==> src/rtl/sat_counter.sv <==
`default_nettype none
// ============================================================================
//  Module      : sat_counter
//  Description : Width-parameterised up-counter with increment enable that
//                sticks at all-ones instead of wrapping.
//  Revision    : 1.0  initial release
// ============================================================================
module sat_counter #(
    parameter int WIDTH = 16
) (
    input  logic             clk,
    input  logic             rst,
    input  logic             i_inc_en,
    output logic [WIDTH-1:0] o_count
);

    logic [WIDTH-1:0] r_count;

    // Count enabled cycles, holding at the maximum value once reached
    always_ff @(posedge clk or negedge rst) begin
        if (!rst) begin
            r_count <= '0;
        end else if (i_inc_en && (r_count != {WIDTH{1'b1}})) begin
            r_count <= r_count + WIDTH'(1);
        end
    end

    assign o_count = r_count;

endmodule : sat_counter
`default_nettype wire

==> config.mk <==
export PLATFORM = sky130hd
export DESIGN_NAME = sat_counter
export DESIGN_NICKNAME = d
export VERILOG_FILES = /design/src/rtl/sat_counter.sv
export SDC_FILE = /design/constraint.sdc
export NUM_CORES = 1
export LEC_CHECK = 0
export CAP_MARGIN = 20
export CORE_MARGIN = 2
export CORE_UTILIZATION = 34
export CTS_CLUSTER_DIAMETER = 40
export DETAILED_ROUTE_END_ITERATION = 8
export SLEW_MARGIN = 20
export SYNTH_ARGS = -nofsm -noshare
export SYNTH_HDL_FRONTEND = slang
export SYNTH_SLANG_ARGS = --single-unit
export TNS_END_PERCENT = 100
==> constraint.sdc <==
create_clock -name clk -period 1.9 [get_ports clk]
set_input_delay 0.38 -clock clk [delete_from_list [all_inputs] [get_ports clk]]
set_output_delay 0.38 -clock clk [all_outputs]
set_load 0.02 [all_outputs]
Yosys cells after proc, flatten, opt, wreduce, memory -nomap -nowiden --
Index checks and enable logic that the tools add are counted.
Operators by class: add/subtract/negate cells 1, equality and inequality tests 1, reductions and logical operators 1
Operators with widths (count):
- $add 16x1->16 const B | 1
- $ne 16x16->1 const B | 1
- $logic_and 1x1->1 | 1
Storage, ports and cells: register bits 16, input port bits 3, output and inout port bits 16

Longest topological paths before layout --
depth after elaboration 2, depth in mapped cells 5, depth with buffers taken out 5

Least setup slack after synthesis --
Ideal clock, no wire load.
path kind register -> register, start point register r_count[13] (netlist: o_count[13]), end point register r_count[1] (netlist: o_count[1]), setup time 0.128 ns, arrival 1.471 ns, data required time 1.772 ns, slack 0.301 ns, stages on the path, launching flop included 5, path buffers 0, period minus slack after synthesis 1.599 ns, path through dfrtp_1 and4_1 nand3_4 o31ai_4 mux2_1
On the way: word-level cells in the longest chain between the ends 2
Ends and longest elaborated chain:
- start, declared | line 17 | logic [WIDTH-1:0] r_count;
- start signal, assigned | line 24 | r_count <= r_count + WIDTH'(1);
- $ne 16x16->1 | line 23 | end else if (i_inc_en && (r_count != {WIDTH{1'b1}})) begin
- $logic_and 1x1->1 | line 23
Every way passes these cells. A chain may end at the register's enable or synchronous reset.

Worst setup path in the final report --
start point register r_count[2] (netlist: o_count[2]), end point output o_count[2]
RTL lines:
- end, declared | line 14 | output logic [WIDTH-1:0] o_count
No word-level cell between the ends.

==> out/qor.yml <==
worst_setup_path:
  crit_path_end: "o_count[2]"
  worstPathRequired_ns: 1.52
  critPathArrivalTime_ns: 1.43
  startpoint: "o_count[2]"
  path_cells: "clkdlybuf4s50_1"
  critPathMaxStageDelay_ns: 0.65
  path_class: "register to primary output"
  critical_path.top_delay_family: "buffers and inverters"
  crit_fanout: 6
  cp-start-kind: "register"
  r2r_setup_slack_ns: 0.26
  worstSetupPathDepth: 1
  r2r-start: "o_count[0]"
  end_kind: "primary output"
  ff2ff_path_depth: 5
  crit_buf_inv: 1
  timing.rr.end: "o_count[14]"
  slowest_stage: "clkdlybuf4s50_1"
placed_design:
  place_ws_ns: 0.165
  gp_congestion: 0.787
  dp_hpwl_um: 1330
  portBuffers: 18
  placed_cell_area_um2: 1100
cts:
  htreeDepth: 1
  cts_resized: 0
  post_cts_buffers: 0
  clkTransAtPathRegs_ns: 0.10
  hold_buffers: 0
  cts_tree: "yes"
  clockRootBuffer: "clkbuf_4"
  clock_sinks: 16
  cts_buffers: 3
  clock_latency_ns: 0.30
  clock_path_buffers: 2
timing:
  slew_headroom_pct: 74.8
  holdWs_ns: 0.389
  worst_pin_slew_ns: 0.378
  setup_viol: 0
  rsz0062_at_grt: "false"
  setup-tns-final_ns: 0
  period_minus_slack_ns: 1.81
  timing.fmax_mhz: 552
  fin_ws_ns: 0.0891
  finalCritPeriodShare_pct: 95.3
  slew_violations: 0
  hold_violations: 0
  finalClockSkew_ns: 0.00886
power:
  powerDensity_nw_per_um2: 996
  leakage_nw: 0.460
  ir_drop_v: 0.000585
routing:
  route.vias.total: 707
  routedWlPerCell_um: 14.7
  drtIter0Drc: 6
  routed_wl_um: 1860
  first_pass_iters: 4
  antenna_left: 0
  drc: 0
  viasPerCell: 5.57
synthesis:
  synth_top_family_by_area: "simple AND/OR/NAND/NOR gates"
  yosysSeqAreaShare_pct: 46.6
  syn-num-nets: 76
  synth_top_cell_area_share_pct: 46.6
  synth_adder_area_share_pct: 1.46
  synth_mux_area_share_pct: 1.31
  synthXorXnorAreaFrac_pct: 7.13
  synth_cells: 72
  yosysTopAreaCell: "dfrtp_1"
  synth-seq-cells: 16
  synthTopCellsByArea: "dfrtp_1 47%, nand4_1 5.8%, xnor2_1 5.1%"
  synth-compound-area-share_pct: 13.2
  yosysWarnings: 0
  synthSimpleGateAreaFrac_pct: 30.3
  syn_area_um2: 860
  ys_types: 27
  syn_area_per_cell_um2: 11.9
final_layout:
  layout.nets: 102
  largest_reg_flops: 16
  layout_commonest_cell: "clkdlybuf4s50_1"
  fin_area_um2: 1140
  syn_to_final_growth_pct: 32.2
  antennaDiodeCount: 0
  final_cell_mix: "18 x clkdlybuf4s50_1, 16 x dfrtp_1, 8 x nand4_1"
  drive_gt1_share_pct: 17.5
global_routing:
  grt_pass1_vias: 657
  grt_usage_pct: 15.9
  grt_pass1_wl_um: 3190
  gr-total-overflow: 0
  grt_start_max_net_pins: 17
  antenna_found_initial: 0
floorplan:
  core_area_um2: 2430
  die_area_um2: 2950
  rows: 18
  start_util_pct: 35.3
  io_pins: 19
  die_x_um: 54.3
  die-height_um: 54.3
worst_hold_path:
  hold_class: "primary input to async pin"
run:
  drv_cap: 0
outcome:
  status: "finished, final reports clean"
==> synth_stat cells, drive strengths merged <==
master and n:
xnor2 5, a31oi 3, ha 1, nor3 1
nand3 6, and4b 1, o21a 5, xor2 2
nor4 2, and4 3, a21oi 3, and3 2
nand2 4, nand4 10, mux2 1, dfrtp 16
nor2 3, o211ai 1, a32oi 1, o31ai 1
o21ai 1
==> worst reg2reg max path: cells and delay by family, from the launching register on <==
family        cells  cell delay (ns)
simple gates      3             0.60
flops             1             0.42
fa+ha+maj         1             0.37
xor+xnor          1             0.14
==> metrics by stage <==
step           total power [W]  std cells  utilization [%]
6_report               0.00113        127             46.7
5_1_grt                0.00122        127             46.7
4_1_cts                0.00115        127             46.7
3_5_place_dp          0.000910        123             45.2
3_3_place_gp          0.000905        123             45.2
2_1_floorplan         0.000714         72                -
==> routing by layer <==
metal / GRT usage, % / vias up / wire, µm
li1: - / 340 / -
met1: 21.5 / 345 / 903
met2: 23.1 / 18 / 831
met3: 2.46 / 4 / 70
met4: 11.3 / 0 / 57
met5: 0 / - / 0
==> worst min path at each step <==
| stage | end | slack [ns] |
|---|---|---|
| 5_1_grt | o_count[7] | 0.42 |
| 2_1_floorplan | o_count[0] | 0.08 |
| 6_report | o_count[7] | 0.39 |
| 3_5_place_dp | o_count[15] | 0.54 |
| 4_1_cts | o_count[5] | 0.39 |
| 3_3_place_gp | o_count[15] | 0.53 |
==> power breakdown <==
part           switching (W)  internal [W]  total [W]  leakage (nW)
sequential          0.000105      0.000406   0.000511         0.213
combinational       0.000197      0.000190   0.000387         0.226
clock               0.000116      0.000117   0.000233        0.0210
total               0.000418      0.000713    0.00113         0.460
==> cells by family after synthesis <==
group | after synthesis
and+or+nand+nor | 32
DFF | 16
xor gates and xnor gates | 7
AOI/OAI and AO/OA | 15
adders and majority gates | 1
muxes | 1
==> cell type report <==
cell class	count	area, µm²
clock buffer	4	36.3
multi-input combinational	56	459
tap	30	37.5
sequential	16	400
fill	241	1300
timing repair buffer	21	203
Note: power is estimated with default switching activity, not from simulation.
